`config.mk`:
```
export PLATFORM = sky130hd
export DESIGN_NAME = fpsu_wb_sched
export DESIGN_NICKNAME = d
export VERILOG_FILES = /design/src/rtl/fpsu_sched_pkg.sv /design/src/rtl/fpsu_wb_port.sv /design/src/rtl/fpsu_wb_sched.sv
export SDC_FILE = /design/constraint.sdc
export NUM_CORES = 1
export LEC_CHECK = 0
export CELL_PAD_IN_SITES_DETAIL_PLACEMENT = 1
export CELL_PAD_IN_SITES_GLOBAL_PLACEMENT = 2
export CORE_UTILIZATION = 35
export DETAILED_ROUTE_END_ITERATION = 10
export PLACE_DENSITY = 0.82
export SYNTH_ARGS = -nofsm -noshare
export SYNTH_HDL_FRONTEND = slang
export SYNTH_SLANG_ARGS = --single-unit
```
`constraint.sdc`:
```
create_clock -name clk -period 2.71 [get_ports clk]
set_input_delay 0.4065 -clock clk [delete_from_list [all_inputs] [get_ports clk]]
set_output_delay 0.4065 -clock clk [all_outputs]
set_load 0.01 [all_outputs]
```
`src/rtl/fpsu_sched_pkg.sv`:
```
// Shared types and constants for the FP add/sub writeback-slot scheduler.
package fpsu_sched_pkg;

    localparam int SLOT_TAGW = 14;
    localparam int LAT_MAX   = 4;

    localparam logic [1:0] LAT1 = 2'b00;
    localparam logic [1:0] LAT2 = 2'b01;
    localparam logic [1:0] LAT3 = 2'b10;
    localparam logic [1:0] LAT4 = 2'b11;

    typedef struct packed {
        logic                 valid;
        logic [SLOT_TAGW-1:0] tag;
    } slot_t;

    function automatic logic [2:0] lat_code_to_cycles(input logic [1:0] code);
        case (code)
            LAT1:    return 3'd1;
            LAT2:    return 3'd2;
            LAT3:    return 3'd3;
            LAT4:    return 3'd4;
            default: return 3'd1;
        endcase
    endfunction

endpackage

```
`src/rtl/fpsu_wb_port.sv`:
```
// One datapath port: result-slot shift line, eligibility check, primary/alternate
// round-robin arbiter and registered return bus.
module fpsu_wb_port
    import fpsu_sched_pkg::*;
#(
    parameter int MAXLAT = LAT_MAX
) (
    input  logic                 clk,
    input  logic                 rst,
    input  logic                 flush,
    input  logic                 p_req,
    input  logic [1:0]           p_lat,
    input  logic [SLOT_TAGW-1:0] p_tag,
    input  logic                 a_req,
    input  logic [1:0]           a_lat,
    input  logic [SLOT_TAGW-1:0] a_tag,
    output logic                 p_gnt,
    output logic                 a_gnt,
    output logic [SLOT_TAGW-1:0] ret,
    output logic                 ret_en,
    output logic                 busy
);

    slot_t                slot_q [1:MAXLAT];
    slot_t                slot_d [1:MAXLAT];
    logic [MAXLAT:1]      blocked;
    logic [2:0]           p_cyc;
    logic [2:0]           a_cyc;
    logic                 p_elig;
    logic                 a_elig;
    logic                 rr_q;
    logic                 rr_d;
    logic [SLOT_TAGW-1:0] ret_q;
    logic [SLOT_TAGW-1:0] ret_d;
    logic                 ret_en_q;
    logic                 ret_en_d;

    always_comb begin
        // Latency L is blocked when slot[L+1] is live: it shifts into slot[L] this edge.
        blocked = '0;
        busy    = 1'b0;
        for (int k = 1; k < MAXLAT; k++) begin
            blocked[k] = slot_q[k+1].valid;
        end
        for (int k = 1; k <= MAXLAT; k++) begin
            busy = busy | slot_q[k].valid;
        end

        p_cyc  = lat_code_to_cycles(p_lat);
        a_cyc  = lat_code_to_cycles(a_lat);
        p_elig = p_req && !blocked[p_cyc];
        a_elig = a_req && !blocked[a_cyc];

        p_gnt  = !flush && p_elig && (!a_elig || !rr_q);
        a_gnt  = !flush && a_elig && (!p_elig || rr_q);
        rr_d   = rr_q ^ (!flush && p_elig && a_elig);

        for (int k = 1; k < MAXLAT; k++) begin
            slot_d[k] = slot_q[k+1];
        end
        slot_d[MAXLAT] = '0;
        if (p_gnt) begin
            slot_d[p_cyc] = {1'b1, p_tag};
        end
        if (a_gnt) begin
            slot_d[a_cyc] = {1'b1, a_tag};
        end

        ret_en_d = slot_q[1].valid && !flush;
        ret_d    = ret_en_d ? slot_q[1].tag : '0;

        if (flush) begin
            for (int k = 1; k <= MAXLAT; k++) begin
                slot_d[k] = '0;
            end
        end
    end

    always_ff @(posedge clk or negedge rst) begin
        if (!rst) begin
            for (int k = 1; k <= MAXLAT; k++) begin
                slot_q[k] <= '0;
            end
            rr_q     <= 1'b0;
            ret_q    <= '0;
            ret_en_q <= 1'b0;
        end else begin
            slot_q   <= slot_d;
            rr_q     <= rr_d;
            ret_q    <= ret_d;
            ret_en_q <= ret_en_d;
        end
    end

    assign ret    = ret_q;
    assign ret_en = ret_en_q;

endmodule

```
`src/rtl/fpsu_wb_sched.sv`:
```
// Writeback-slot scheduler for the u1/u3/u5 FP add/sub ports; one independent
// fpsu_wb_port per port, flush shared. TAGW must equal SLOT_TAGW.
module fpsu_wb_sched
    import fpsu_sched_pkg::*;
#(
    parameter int NPORT  = 3,
    parameter int TAGW   = SLOT_TAGW,
    parameter int MAXLAT = LAT_MAX
) (
    input  logic                  clk,
    input  logic                  rst,
    input  logic [NPORT-1:0]      p_req,
    input  logic [2*NPORT-1:0]    p_lat,
    input  logic [TAGW*NPORT-1:0] p_tag,
    input  logic [NPORT-1:0]      a_req,
    input  logic [2*NPORT-1:0]    a_lat,
    input  logic [TAGW*NPORT-1:0] a_tag,
    input  logic                  flush,
    output logic [NPORT-1:0]      p_gnt,
    output logic [NPORT-1:0]      a_gnt,
    output logic [TAGW*NPORT-1:0] ret,
    output logic [NPORT-1:0]      ret_en,
    output logic [NPORT-1:0]      busy
);

    for (genvar p = 0; p < NPORT; p++) begin : g_port
        fpsu_wb_port #(
            .MAXLAT (MAXLAT)
        ) u_port (
            .clk    (clk),
            .rst    (rst),
            .flush  (flush),
            .p_req  (p_req[p]),
            .p_lat  (p_lat[2*p +: 2]),
            .p_tag  (p_tag[TAGW*p +: TAGW]),
            .a_req  (a_req[p]),
            .a_lat  (a_lat[2*p +: 2]),
            .a_tag  (a_tag[TAGW*p +: TAGW]),
            .p_gnt  (p_gnt[p]),
            .a_gnt  (a_gnt[p]),
            .ret    (ret[TAGW*p +: TAGW]),
            .ret_en (ret_en[p]),
            .busy   (busy[p])
        );
    end

endmodule

```
======== Word level (Yosys, flattened, before mapping) ========
Cells that the tools add are included.
storage, ports and cells
  register bits after elaboration ......... 228
  input bits .............................. 105
  output and inout bits ................... 54
  word-level logic and storage cells ...... 193
operators by class
  $lt $le $gt $ge ......................... 18
  equal/unequal tests ..................... 18
  multiplexer cells ....................... 48
  bitwise logic cells ..................... 18
  reductions and logical operators ........ 58
operators by type and width
  operator              number
  $mux W60              9
  $bwmux W60            6
  $demux W15 S3         6
  $mux W15              6
  $pmux W3 S4           6
  $mux W14              3
  $logic_and A1 B1 Y1   30
  $eq A2 B2 Y1 const B  12
  $ge A4 B4 Y1 const B  6
  $lt A3 B4 Y1 const B  6
  $lt A4 B1 Y1 const B  6
  $not A3 Y4            6
  $bmux W1 S3           6
  $logic_not A1 Y1      16
  $eq A2 B1 Y1 const B  6
  $logic_not A2 Y1      6
  $or A1 B1 Y1          9
  $logic_or A1 B1 Y1    6
  $mux W1               6
  $xor A1 B1 Y1         3

======== Longest topological paths before layout ========
  depth in word-level cells ............... 13
  mapped depth ............................ 10
  depth with buffers taken out ............ 7

======== Cells and area by module ========
Synthesis repeated with hierarchy kept, for this count alone.
second synthesis, totals
  cell total of the unflattened synthesis .. 954
  area total of the unflattened synthesis .. 11392.2 µm²
modules (own cells, without submodules)
  module        instances  cells an instance  area each (µm²)  seq. area each (µm²)
  fpsu_wb_port  3          318                3797.4           1901.8

======== Least setup slack after synthesis ========
No wires, ideal clock.
  path kind ............................... in2out
  start ................................... in p_lat[4]
  end ..................................... out a_gnt[2]
  arrival time ............................ 2.082 ns
  required time ........................... 2.304 ns
  slack ................................... 0.221 ns
  stages .................................. 9
  path buffers ............................ 4
  path through ............................ inv_1 -> ha_1 -> buf_2 -> o311ai_1 -> a21boi_1 -> buf_2 -> buf_2 -> nor3_1 -> buf_4
between the ends
  word-level cells in the longest chain between the ends .. 9
  elaborated cells on any way between the ends .. 12
  those cells by class .................... eq/ne: 3; mux: 3; reduce/logical: 6
ends and longest elaborated chain
  what                                        RTL line              text
  start: declaration                          fpsu_wb_sched.sv:13   input logic [2*NPORT-1:0] p_lat,
  $eq A2 B2 Y1, or another cell as far along  -
  $pmux W3 S4 (*)                             fpsu_sched_pkg.sv:18  case (code)
  $bmux W1 S3 (*)                             fpsu_wb_port.sv:51    p_elig = p_req && !blocked[p_cyc];
  $mux W1 (not written as such) (*)           fpsu_wb_port.sv:51
  $logic_not A1 Y1 (*)                        fpsu_wb_port.sv:51
  $logic_and A1 B1 Y1 (*)                     fpsu_wb_port.sv:51
  $logic_not A1 Y1 (*)                        fpsu_wb_port.sv:55    a_gnt = !flush && a_elig && (!p_elig || rr_q);
  $logic_or A1 B1 Y1 (*)                      fpsu_wb_port.sv:55
  $logic_and A1 B1 Y1 (*)                     fpsu_wb_port.sv:55
  end: declaration                            fpsu_wb_sched.sv:20   output logic [NPORT-1:0] a_gnt,
Mark *: on every way between the ends. The rest lies on a longest branch, timed or not. The select of a mux whose other input is x is not followed.

======== Final worst setup path ========
  start ................................... in p_lat[2]
  end ..................................... out a_gnt[1]
Same word-level chain as after synthesis.

==> key figures <==
Logic synthesis
  • Synth top area share: 0.5147
  • Synthesized Nets: 1192
  • Seq/Total Area, Yosys: 0.5147
  • Average cell area after synthesis: 10.47 sq um
  • Post-Synthesis Cell Area: 11080 sq um
  • Main synth FF type: dfrtp_1
  • Synthesis Warnings: 0
  • Yosys cell types: 57
  • #FFs+latches synth: 228
  • Synth async-reset ratio: 1.000
  • Area leader, netlist: dfrtp_1
  • Mapped Cells: 1059
  • Number of synthesized flops with an enable pin: 0
  • Area contributors post-synth: dfrtp_1 (51%), a311oi_1 (5.7%), mux2i_1 (5.0%)

STA
  • Worst Slack Setup Final: -0.01810 ns
  • RSZ-0062 raised after global routing: true
  • Post-route minimum period: 2.728 ns
  • Slew Viols, Final: 0
  • Layout Skew: 0.03019 ns
  • FMAX: 0.3666 GHz
  • Final Cycle Share: 1.007
  • Slew @ Worst Pin: 0.7340 ns
  • Final setup violation count: 1
  • Final Hold Vio Count: 0
  • Fin Setup TNS: -0.01810 ns
  • Slew HR: 0.5097

CTS
  • CTS root buffer: clkbuf_16
  • CTS Buffer Depth: 3
  • CTS Buf Count: 26
  • Sink Count: 228
  • CTS tree: done
  • Clock transition at path regs: 0.06 ns
  • Max H-tree Level: 1
  • Clock Latency Late Sink: 0.55 ns

Power
  • Max VDD drop: 0.4348 mV
  • Power per cell area: 599.5 nW/um^2
  • Gate power share: 0.175
  • Sw frac: 0.2752
  • Clock power frac: 0.410
  • NetSw: 2434 uW
  • Leak pwr: 0.006405 uW
  • Overall Power: 8842 uW
  • Seq pwr share: 0.415
  • Internal: 6409 uW

Place
  • DP Wirelength: 22890 um
  • Port buffer count: 158
  • GPL Wtd Cong: 0.8133
  • Placed cell count: 1597

Detailed routing
  • Final ANT Viol Nets: 0
  • Drt drc: 10
  • Post-Route WL: 33950 um
  • Drt first pass iters: 8
  • Initial drt markers: 553
  • WL/cell: 20.55 um
  • Vias per cell: 5.590
  • Via count: 9234

Setup path
  • R2R depth: 6
  • Largest stage delay on the critical path: 0.52 ns
  • WP data arrival: 2.32 ns
  • CP startpoint kind: input port
  • Setup CP Type: input port to primary output
  • Worst EP required: 2.30 ns
  • Crit path max-delay cell type: clkdlybuf4s50_1
  • Worst-path cell chain: clkdlybuf4s50_1 > inv_1 > ha_1 > mux2i_2 > o311ai_1 > o21a_1 > clkdlybuf4s15_2
  • Worst-path maximum fanout: 2
  • CP Capture Type: primary output

Cells and area
  • Multi-input logic area: 4942 sq um
  • Most frequent cells in the layout: dfrtp_1 (228), clkdlybuf4s50_1 (142), nor2_1 (93)
  • Syn-to-layout area delta: 33.07%
  • Fin nets: 1370
  • Commonest non-fill, non-tap cell in the layout: dfrtp_1
  • Filler Cell Count: 3382
  • Final Non-Filler Cells: 1652
  • Layout cell share with drive strength beyond 1: 0.1546
  • Register Area: 5705 sq um
  • Util after Layout: 0.4772

Run status
  • Status: complete, but fails checks
  • Failing checks: design-rule violations, negative setup slack

GRT
  • Initial antenna violation count: 3
  • Gr ovfl total: 0
  • First-pass GRT wire length: 55610 um
  • Pin count of the biggest net entering global routing: 81
  • Number of global-route vias before repair: 10040
  • Total track usage: 0.2133

Floorplanning
  • Die Ht: 180.0 um
  • Die Wd: 180.0 um
  • Num ports: 159
  • Initial Utilization: 0.3586
  • Die Footprint: 32390 sq um
  • Area of the core: 30910 sq um
  • Rows: 64

Min path
  • HP Class: input port to register
  • Worst hold path stage count: 2

Run
  • Max cap viols: 0
## cell families (layout without fill, tap and decap cells)
logic type      Yosys count  after routing  synth area share
compound gates          262            262            0.1808
other cells               0              1                 0
mux                      57             57           0.05170
simple gates            355            355            0.1624
flops                   228            228            0.5147
fa+ha+maj                28             28           0.03161
xor+xnor                  3              3          0.002371
buf+inv                 126            322           0.05633
## final timing paths
kind                                              from                     endpoint  slack (ns)
max                                           p_lat[2]                     a_gnt[1]       -0.02
min                                              flush  g_port[1].u_port.slot_q[33]        0.35
max reg2reg                g_port[2].u_port.blocked[1]  g_port[2].u_port.slot_q[39]        0.39
min reg2reg                g_port[1].u_port.slot_q[55]     g_port[1].u_port.ret[10]        0.45
max in group asynchronous                          rst      g_port[1].u_port.ret[1]        1.45
min in group asynchronous                          rst      g_port[1].u_port.ret[9]        0.45
## per-stage QoR
| step | worst slack (ns) | area, sq um | hold WS [ns] |
|---|---|---|---|
| 6_report | -0.01810 | 14750 | 0.3540 |
| 5_1_grt | -0.04459 | 14750 | 0.3790 |
| 4_1_cts | 0.005977 | 14700 | 0.3334 |
| 3_5_place_dp | -0.6030 | 13630 | 0.4339 |
| 3_3_place_gp | -0.5335 | 13630 | 0.4250 |
| 2_1_floorplan | 0.2215 | 11080 | 0.1109 |
## power groups by stage
stage                     logic (uW)  registers (uW)  clock network [uW]
after detailed placement        1490            3730                   0
after global routing            1680            3690                3850
final                           1550            3670                3620
after CTS                       1540            3670                3730
after global placement          1460            3720                   0
after floorplan                  784            3700                   0
## flip-flops by register name, indices dropped and copies added, names as in the netlist
signal	count
g_port.u_port.ret_en	3
g_port.u_port.blocked	9
g_port.u_port.ret	42
g_port.u_port.rr_q	3
g_port.u_port.slot_q	171
## synthesized netlist by cell type (all sizes together) (43+ instances only)
cell type	n
nor3	43
nand2	65
nand4	43
nor2	95
buf	45
mux2i	55
a311oi	72
dfrtp	228
o21ai	64
clkbuf	64
and2	45
a211oi	71
## what timing repair did
item                                    in CTS  in global routing
pin swaps                                    7                  2
endpoints found under the hold margin       75                  0
hold buffers                                 1                  0
endpoints found under the setup margin       6                  6
setup buffers                                5                  2
gates resized for setup                     45                 14
## critical path: cells and delay by family
kind	cells	cell delay [ns]
AOI/OAI and AO/OA	2	0.55
buffers and inverters	3	0.84
muxes	1	0.18
adders and majority gates	1	0.35
## metal layers
layer / up-vias / GRT usage / routed length (um)
li1: 4245 / - / -
met1: 4706 / 0.2843 / 14950
met2: 228 / 0.3630 / 16720
met3: 55 / 0.02451 / 1294
met4: 0 / 0.06517 / 975
met5: - / 0 / 0
## final cells by class
cell class              instances  share of cell area
multi-input cells             705              0.3351
clock buffers                  34             0.04954
diodes                          1           0.0001696
repair buffers                259              0.1804
flip-flops and latches        228              0.3868
inverters                      17            0.004326
well taps                     396             0.03359
clock inverters                12             0.01009
Power figures use the tool's default switching activity.
